File: config.mk
export PLATFORM = sky130hd
export DESIGN_NAME = idu_pipe_stage
export DESIGN_NICKNAME = d
export VERILOG_FILES = /design/src/rtl/idu_pipe_stage.sv
export SDC_FILE = /design/constraint.sdc
export NUM_CORES = 2
export LEC_CHECK = 0
export BUFFER_PORTS_ARGS = -buffer_cell sky130_fd_sc_hd__buf_2
export CORE_UTILIZATION = 45
export DETAILED_ROUTE_END_ITERATION = 10
export SETUP_SLACK_MARGIN = 0.2
export SLEW_MARGIN = 20
export SYNTH_ARGS = -nofsm -noshare
export SYNTH_HDL_FRONTEND = slang
export SYNTH_SLANG_ARGS = --single-unit
File: constraint.sdc
create_clock -name clk -period 57.1 [get_ports clk]
set_input_delay 5.71 -clock clk [delete_from_list [all_inputs] [get_ports clk]]
set_output_delay 5.71 -clock clk [all_outputs]
set_load 0.005 [all_outputs]
File: src/rtl/idu_pipe_stage.sv
// rtl/idu_pipe_stage.sv - pipelined RV32I-subset decode stage with register file and RAW scoreboard
module idu_pipe_stage #(
  parameter int XLEN   = 32,
  parameter int NREG   = 32,
  parameter int TYPE_W = 12,
  parameter int AW     = $clog2(NREG)
) (
  input  logic              clk,
  input  logic              rst,
  input  logic              in_valid,
  output logic              in_ready,
  input  logic [31:0]       in_inst,
  input  logic [XLEN-1:0]   in_pc,
  output logic              out_valid,
  input  logic              out_ready,
  output logic [TYPE_W-1:0] out_type,
  output logic [XLEN-1:0]   out_imm,
  output logic [XLEN-1:0]   out_rs1_data,
  output logic [XLEN-1:0]   out_rs2_data,
  output logic [AW-1:0]     out_rd,
  output logic              out_rd_wen,
  output logic [XLEN-1:0]   out_pc,
  output logic [XLEN-1:0]   out_snpc,
  input  logic              wb_en,
  input  logic [AW-1:0]     wb_addr,
  input  logic [XLEN-1:0]   wb_data,
  input  logic              flush
);

  localparam int T_ADDI = 0, T_JALR = 1, T_EBREAK = 2, T_ADD = 3, T_LUI = 4, T_AUIPC = 5;
  localparam int T_JAL = 6, T_BEQ = 7, T_BNE = 8, T_LW = 9, T_SW = 10, T_SUB = 11;

  logic [6:0] opcode;
  logic [2:0] funct3;
  logic [6:0] funct7;
  assign opcode = in_inst[6:0];
  assign funct3 = in_inst[14:12];
  assign funct7 = in_inst[31:25];

  logic [AW-1:0] rs1_addr, rs2_addr, dec_rd;
  assign rs1_addr = in_inst[15 +: AW];
  assign rs2_addr = in_inst[20 +: AW];
  assign dec_rd   = in_inst[7 +: AW];

  logic [TYPE_W-1:0] dec_type;
  logic signed [31:0] imm32;
  logic [XLEN-1:0]   dec_imm;
  logic              use_rs1, use_rs2, dec_wen;

  always_comb begin
    dec_type           = '0;
    dec_type[T_ADDI]   = opcode == 7'b0010011 && funct3 == 3'b000;
    dec_type[T_JALR]   = opcode == 7'b1100111 && funct3 == 3'b000;
    dec_type[T_EBREAK] = in_inst == 32'h0010_0073;
    dec_type[T_ADD]    = opcode == 7'b0110011 && funct3 == 3'b000 && funct7 == 7'b0000000;
    dec_type[T_LUI]    = opcode == 7'b0110111;
    dec_type[T_AUIPC]  = opcode == 7'b0010111;
    dec_type[T_JAL]    = opcode == 7'b1101111;
    dec_type[T_BEQ]    = opcode == 7'b1100011 && funct3 == 3'b000;
    dec_type[T_BNE]    = opcode == 7'b1100011 && funct3 == 3'b001;
    dec_type[T_LW]     = opcode == 7'b0000011 && funct3 == 3'b010;
    dec_type[T_SW]     = opcode == 7'b0100011 && funct3 == 3'b010;
    dec_type[T_SUB]    = opcode == 7'b0110011 && funct3 == 3'b000 && funct7 == 7'b0100000;
  end

  always_comb begin
    imm32 = '0;
    if (dec_type[T_ADDI] || dec_type[T_JALR] || dec_type[T_LW])
      imm32 = {{20{in_inst[31]}}, in_inst[31:20]};
    else if (dec_type[T_SW])
      imm32 = {{20{in_inst[31]}}, in_inst[31:25], in_inst[11:7]};
    else if (dec_type[T_BEQ] || dec_type[T_BNE])
      imm32 = {{19{in_inst[31]}}, in_inst[31], in_inst[7], in_inst[30:25], in_inst[11:8], 1'b0};
    else if (dec_type[T_LUI] || dec_type[T_AUIPC])
      imm32 = {in_inst[31:12], 12'b0};
    else if (dec_type[T_JAL])
      imm32 = {{11{in_inst[31]}}, in_inst[31], in_inst[19:12], in_inst[20], in_inst[30:21], 1'b0};
  end
  assign dec_imm = XLEN'(imm32);

  assign use_rs1 = dec_type[T_ADDI] | dec_type[T_JALR] | dec_type[T_ADD] | dec_type[T_SUB] |
                   dec_type[T_BEQ]  | dec_type[T_BNE]  | dec_type[T_LW]  | dec_type[T_SW];
  assign use_rs2 = dec_type[T_ADD] | dec_type[T_SUB] | dec_type[T_BEQ] | dec_type[T_BNE] |
                   dec_type[T_SW];
  assign dec_wen = (dec_type[T_ADDI] | dec_type[T_JALR] | dec_type[T_ADD] | dec_type[T_SUB] |
                    dec_type[T_LUI]  | dec_type[T_AUIPC] | dec_type[T_JAL] | dec_type[T_LW]) &&
                   dec_rd != '0;

  // Register file; the write-back bypass makes a same-cycle write visible to the accepting instruction
  logic [XLEN-1:0] regs_q [NREG];
  logic [XLEN-1:0] regs_d [NREG];
  logic [XLEN-1:0] rs1_data, rs2_data;

  always_comb begin
    regs_d = regs_q;
    if (wb_en && wb_addr != '0) regs_d[wb_addr] = wb_data;
  end

  always_comb begin
    rs1_data = '0;
    rs2_data = '0;
    if (rs1_addr != '0) rs1_data = (wb_en && wb_addr == rs1_addr) ? wb_data : regs_q[rs1_addr];
    if (rs2_addr != '0) rs2_data = (wb_en && wb_addr == rs2_addr) ? wb_data : regs_q[rs2_addr];
  end

  logic [NREG-1:0] busy_q, busy_d;
  logic            hazard, accept;
  logic            rs1_blocked, rs2_blocked;

  assign rs1_blocked = use_rs1 && rs1_addr != '0 && busy_q[rs1_addr] &&
                       !(wb_en && wb_addr == rs1_addr);
  assign rs2_blocked = use_rs2 && rs2_addr != '0 && busy_q[rs2_addr] &&
                       !(wb_en && wb_addr == rs2_addr);
  assign hazard   = rs1_blocked || rs2_blocked;

  logic out_valid_q, out_valid_d;
  assign in_ready = !rst && !flush && !hazard && (!out_valid_q || out_ready);
  assign accept   = in_valid && in_ready;

  logic [TYPE_W-1:0] out_type_q, out_type_d;
  logic [XLEN-1:0]   out_imm_q, out_imm_d, rs1_data_q, rs1_data_d, rs2_data_q, rs2_data_d;
  logic [XLEN-1:0]   out_pc_q, out_pc_d, out_snpc_q, out_snpc_d;
  logic [AW-1:0]     out_rd_q, out_rd_d;
  logic              out_rd_wen_q, out_rd_wen_d;

  // Set beats clear: the accept update is applied last
  always_comb begin
    busy_d = busy_q;
    if (flush && out_valid_q && out_rd_wen_q) busy_d[out_rd_q] = 1'b0;
    if (wb_en) busy_d[wb_addr] = 1'b0;
    if (accept && dec_wen) busy_d[dec_rd] = 1'b1;
  end

  always_comb begin
    out_valid_d  = out_valid_q;
    out_type_d   = out_type_q;
    out_imm_d    = out_imm_q;
    rs1_data_d   = rs1_data_q;
    rs2_data_d   = rs2_data_q;
    out_rd_d     = out_rd_q;
    out_rd_wen_d = out_rd_wen_q;
    out_pc_d     = out_pc_q;
    out_snpc_d   = out_snpc_q;
    if (flush) begin
      out_valid_d = 1'b0;
    end else if (accept) begin
      out_valid_d  = 1'b1;
      out_type_d   = dec_type;
      out_imm_d    = dec_imm;
      rs1_data_d   = rs1_data;
      rs2_data_d   = rs2_data;
      out_rd_d     = dec_rd;
      out_rd_wen_d = dec_wen;
      out_pc_d     = in_pc;
      out_snpc_d   = in_pc + XLEN'(4);
    end else if (out_ready) begin
      out_valid_d = 1'b0;
    end
  end

  always_ff @(posedge clk or posedge rst) begin
    if (rst) begin
      for (int i = 0; i < NREG; i++) regs_q[i] <= '0;
      busy_q       <= '0;
      out_valid_q  <= 1'b0;
      out_type_q   <= '0;
      out_imm_q    <= '0;
      rs1_data_q   <= '0;
      rs2_data_q   <= '0;
      out_rd_q     <= '0;
      out_rd_wen_q <= 1'b0;
      out_pc_q     <= '0;
      out_snpc_q   <= '0;
    end else begin
      regs_q       <= regs_d;
      busy_q       <= busy_d;
      out_valid_q  <= out_valid_d;
      out_type_q   <= out_type_d;
      out_imm_q    <= out_imm_d;
      rs1_data_q   <= rs1_data_d;
      rs2_data_q   <= rs2_data_d;
      out_rd_q     <= out_rd_d;
      out_rd_wen_q <= out_rd_wen_d;
      out_pc_q     <= out_pc_d;
      out_snpc_q   <= out_snpc_d;
    end
  end

  assign out_valid    = out_valid_q;
  assign out_type     = out_type_q;
  assign out_imm      = out_imm_q;
  assign out_rs1_data = rs1_data_q;
  assign out_rs2_data = rs2_data_q;
  assign out_rd       = out_rd_q;
  assign out_rd_wen   = out_rd_wen_q;
  assign out_pc       = out_pc_q;
  assign out_snpc     = out_snpc_q;

endmodule
# Word level (Yosys, flattened, before mapping)
# Cells that the tools add are included.
[word_totals] regBits=1235 word_cells=178 out_inout_bits=180 mem_bits_rw=0 in_bits=107 latch_bits=0 mem_bits_ro=0 n_memories=0
[op_classes] shift=0 n_eq_ne=15 div_mod_pow=0 mux=34 addsub=1 n_bitwise=24 n_reduce_logical=50 n_lt_le_gt_ge=12 multipliers=0
[op_table] operator="$bwmux 1024" n=1
[op_table] operator="$mux 32" n=17
[op_table] operator="$bmux 32 s5" n=2
[op_table] operator="$demux 32 s5" n=1
[op_table] operator="$and 32x32->32" n=2
[op_table] operator="$not 32->32" n=2
[op_table] operator="$add 32x3->32 const B" n=1
[op_table] operator="$eq 32x21->1 const B" n=1
[op_table] operator="$or 32x32->32" n=1
[op_table] operator="$logic_and 1x1->1" n=30
[op_table] operator="$lt 5x6->1 const B" n=5
[op_table] operator="$eq 7x6->1 const B" n=4
[op_table] operator="$eq 7x7->1 const B" n=3
[op_table] operator="$reduce_bool 5->1" n=4
[op_table] operator="$ge 6x6->1 const B" n=3
[op_table] operator="$not 5->6" n=3
[op_table] operator="$demux 1 s5" n=3
[op_table] operator="$ge 5x1->1 const B" n=3
[op_table] operator="$or 1x1->1" n=15
[op_table] operator="$eq 7x5->1 const B" n=2
[op_table] operator="$bmux 1 s5" n=2
[op_table] operator="$eq 5x5->1" n=2
[op_table] operator="$mux 1" n=8
[op_table] operator="$eq 7x2->1 const B" n=1
[op_table] operator="10 further kinds" n=20

# Logic depth before layout (Yosys ltp)
[depth] ltp_word=19 mapped_depth=12 depth_no_buf=7

# Worst setup path before layout
# OpenSTA, ideal clock, no wires.
[synth_path] path_type="input-to-output" start="input port in_inst[28]" end="output port in_ready" setup_slack_ns=43.473 stages=8 arrival_time_ns=7.917 required_time_ns=51.390 n_path_buf=2 path_cell_list="or4_1 -> or4_4 -> or3b_1 -> a221oi_2 -> o211a_1 -> buf_4 -> clkbuf_1 -> nor2_1"
[synth_between] elab_chain_len=15 word_cells_on_any_way=24 classes_between="1 x eq/ne; 10 x bitwise; 13 x reduce/logical"
[synth_rtl] element="start: declaration" line="12" rtl="input logic [31:0] in_inst,"
[synth_rtl] element="$logic_not 7->1" line="55" rtl="dec_type[T_ADD] = opcode == 7'b0110011 && funct3 == 3'b000 && funct7 == 7'b0000000;"
[synth_rtl] element="$logic_and 1x1->1" line="55"
[synth_rtl] element="$or 1x1->1 (3 in series)" line="81" rtl="assign use_rs1 = dec_type[T_ADDI] | dec_type[T_JALR] | dec_type[T_ADD] | dec_type[T_SUB] |"
[synth_rtl] element="$or 1x1->1 (3 in series)" line="82" rtl="dec_type[T_BEQ] | dec_type[T_BNE] | dec_type[T_LW] | dec_type[T_SW];"
[synth_rtl] element="$logic_and 1x1->1 (3 in series)" line="110" rtl="assign rs1_blocked = use_rs1 && rs1_addr != '0 && busy_q[rs1_addr] &&"
[synth_rtl] element="$logic_or 1x1->1 (*)" line="114" rtl="assign hazard = rs1_blocked || rs2_blocked;"
[synth_rtl] element="$logic_not 1->1 (*)" line="117" rtl="assign in_ready = !rst && !flush && !hazard && (!out_valid_q || out_ready);"
[synth_rtl] element="$logic_and 1x1->1 (*) (2 in series)" line="117"
[synth_rtl] element="end: declaration" line="11" rtl="output logic in_ready,"
# Every way passes the cells marked *; elsewhere a longest branch is shown, timed or not.

# Worst setup path in the final report
[layout_path] start="input port in_inst[16]" end="output port in_ready"
[layout_between] elab_chain_len=8 word_cells_on_any_way=13 classes_between="1 x eq/ne; 2 x mux; 10 x reduce/logical"
[layout_rtl] element="$bmux 1 s5, or another cell as far along" line="110"
[layout_rtl] element="$mux 1 (implied by the code), or another cell as far along" line="110"
[layout_rtl] element="$logic_and 1x1->1 / $logic_not 1->1 (equally long branches)" line="110, 111"
[layout_rtl] element="$logic_and 1x1->1 (*)" line="110"
[layout_rtl] element="$logic_or 1x1->1 (*)" line="114"
[layout_rtl] element="$logic_not 1->1 (*)" line="117"
[layout_rtl] element="$logic_and 1x1->1 (*) (2 in series)" line="117"
# Every way passes the cells marked *; elsewhere a longest branch is shown, timed or not. The select of a mux whose other input is x is not followed.

==> metrics.txt <==
flops & latches, synth roughly 1200; min-delay src regs_q[1003]; # DRC 0; YS warnings 0; routed vias just over 40000; Post-CTS Setup Bufs 0; Syn Area/Cell 14.8 um^2; Max Clock Freq about 70 MHz; ranking of synthesized cells by area dfrtp_1, mux4_2, mux2_2; Final Max Slew Viols 0; CTS Sinks 1233; R2R Setup Slk 53.08 ns; Worst Skew 0.0330 ns; post-CTS sizing 0; Lkg Pwr just over 30 nW; WP data required 51.39 ns; Mapped Cells 4313; startpoint types primary input; Placer Congestion 0.836; Sw Share a little over a quarter; Reg clk slew, reported paths about 0.060 ns; crit path to in_ready; Area Overhead vs Synth 11.9%; Post-DP HPWL around 110000 um; crit path from in_inst[16]; fin crit period between 10 and 15 ns; Worst Hold Class flip-flop to flip-flop; Netlist Area Pre-Place 0.0640 mm^2; layout cells sized above 1 approximately half; Max FO, Critical Path 70; worst-skew pair later-pin latency 0.79 ns; Total Power between 0.002 and 0.003 W; Net Switching 0.000683 W; Initial Util a little under half; global-route usage over all layers ~28%; First-pass DRT Iterations 5; Via-to-Cell Ratio roughly 6.4; worst slew pin tran approximately 1.2 ns; DR WL/cell between 30 and 40 um; Hold Buf Count CTS 0; setup TNS 0 ns; sequential fraction of the synthesis area 48.2%; 1st-iter DRT viols 3827; Core Area roughly 0.14 mm^2; Critical Path AT 8.67 ns; period utilisation layout around a quarter; Root Buffer clkbuf_16; Final Setup Violations 0; row count approximately 140; Power Internal around 0.0019 W; RSZ-0062 raised after global routing no; TritonCTS Buffers 141; reg2reg end out_rs1_data[14]; Gate power share between 10% and 20%; Die H about 380 um; EDFF count, synth 0; grt total ovfl 0; die footprint approximately 0.14 mm^2; clock group share of total power 36.0%; reg2reg start busy_q[4]; Netlist cell types between 60 and 70; number of global-route vias before repair 41592; CTS tree done; largest net degree at the start of global routing 160; Pwr per Cell Area around 36 mW/mm^2; CP Capture Type primary output; top_reg_cell synth dfrtp_1; port buffer count roughly 290; first-pass GRT wire length 291000 um; worst ir drop on vdd 0.0000293 V; Post-Syn Nets 4421; Ports 287; H-tree depth 4; sequential share of power ~45%; share of the synthesized area in the top cell type around half; FF-to-FF path depth 8; Detail Route Antenna Nets 0; max cap viols 0; Max-slew headroom around a fifth; critical setup path kind primary input to primary output; nets@finish about 4500; Yosys top cell by area dfrtp_1; Detailed Route WL between 150000 and 200000 um; die width between 300 and 400 um; status completed; initial antenna violation count 9; final hold violation count 0; buffer depth of the longest clock path 3; fraction of registers with async set/reset 100%
-- stage by stage --
stage,hold slack (ns),instances,setup slack (ns),utilization (%),cell area (um^2)
6_report,0.396,6343,42.72,51.0,71500
5_1_grt,0.407,6341,42.51,51.0,71500
4_1_cts,0.397,6337,42.71,51.0,71500
3_5_place_dp,0.384,6086,42.70,47.6,66800
3_3_place_gp,0.380,6086,42.69,47.6,66800
2_1_floorplan,0.441,4313,16.65,-,64000
-- synthesized netlist by cell type (5+ instances only) --
cell type  number
a21oi_1        69
a221oi_1       24
a22o_1         25
a32o_1         30
and2_1          7
and3_1          7
buf_1          73
buf_2          39
buf_4           5
buf_6          15
clkbuf_1      334
dfrtp_1      1233
inv_1          39
mux2_1         96
mux2_2       1038
mux2i_1        96
mux4_2        561
nand2_1       102
nand2b_1        7
nand3_1        19
nand3b_1       12
nor2_1         91
nor2b_1         9
nor3_1          9
nor3b_1         7
o211ai_1       17
o21ai_0       124
o22ai_1       108
o31ai_1        10
or2_2           6
or3_1           8
or4_1           9
xnor2_1        29
xor2_1          8
-- state kept, by name, summed over array words and instances (netlist names), 12 cells and up --
register      flops
busy_q           32
regs_q         1024
out_pc           32
out_rs2_data     32
out_rs1_data     32
out_snpc         30
out_type         12
out_imm          32
-- cells in the final DEF (no fill, tap or decap), drive strengths merged, types with 29 or more instances in the layout --
| cell | n |
|---|---|
| o22ai | 108 |
| clkbuf | 210 |
| mux2 | 1134 |
| xnor2 | 29 |
| dfrtp | 1233 |
| a21oi | 69 |
| mux2i | 96 |
| inv | 47 |
| nor2 | 92 |
| a32o | 30 |
| mux4 | 561 |
| o21ai | 126 |
| buf | 367 |
| nand2 | 102 |
-- cell type report --
type / count / area, um^2
diodes: 4 / 10.0
clock buffers: 210 / 4280
clock inverters: 41 / 419
fillers: 11855 / 68700
inverters: 39 / 154
multi-input cells: 2573 / 31300
flip-flops and latches: 1233 / 30900
well taps: 1876 / 2350
repair buffers: 367 / 2210
-- routing by layer --
| metal | wire (um) | share of wire [%] | GRT usage (%) | up-vias |
|---|---|---|---|---|
| met5 | 48 | 0.024 | 0 | - |
| met4 | 6590 | 3.3 | 9.60 | 6 |
| met3 | 14300 | 7.3 | 5.69 | 374 |
| met2 | 91700 | 47 | 42.6 | 1535 |
| met1 | 84400 | 43 | 39.4 | 22185 |
| li1 | - | - | - | 16669 |
-- worst max-delay path, stage by stage --
cell      delay [ns]
buf_8           0.54
buf_4           0.79
nand2b_1        0.26
o22ai_1         0.23
nor4_1          0.07
or4_1           0.56
o31ai_1         0.27
nor2_1          0.06
buf_2           0.15
-- worst min path at each step --
stage | end | slack, ns | cells after the start
finish | regs_q[1003] | 0.40 | 0
global route | regs_q[1019] | 0.41 | 0
CTS | regs_q[1003] | 0.40 | 0
detailed placement | regs_q[995] | 0.38 | 0
global placement | regs_q[992] | 0.38 | 0
floorplan | regs_q[1000] | 0.44 | 1
-- power by group through the flow --
stage	Combinational (W)	Clock [W]	Sequential [W]
3_5_place_dp	0.000493	0	0.00116
2_1_floorplan	0.000373	0	0.00113
6_report	0.000491	0.000924	0.00115
5_1_grt	0.000530	0.000974	0.00117
3_3_place_gp	0.000485	0	0.00115
4_1_cts	0.000495	0.000942	0.00115
-- logic make-up after synthesis --
| logic type | Yosys count | share of synthesized area (%) |
|---|---|---|
| simple gates | 319 | 2.45 |
| xor+xnor | 37 | 0.507 |
| fa+ha+maj | 1 | 0.0196 |
| compound gates | 425 | 4.29 |
| buf+inv | 507 | 3.26 |
| mux | 1791 | 41.2 |
| flops | 1233 | 48.2 |
No activity file was read; power rests on OpenSTA's default activity.
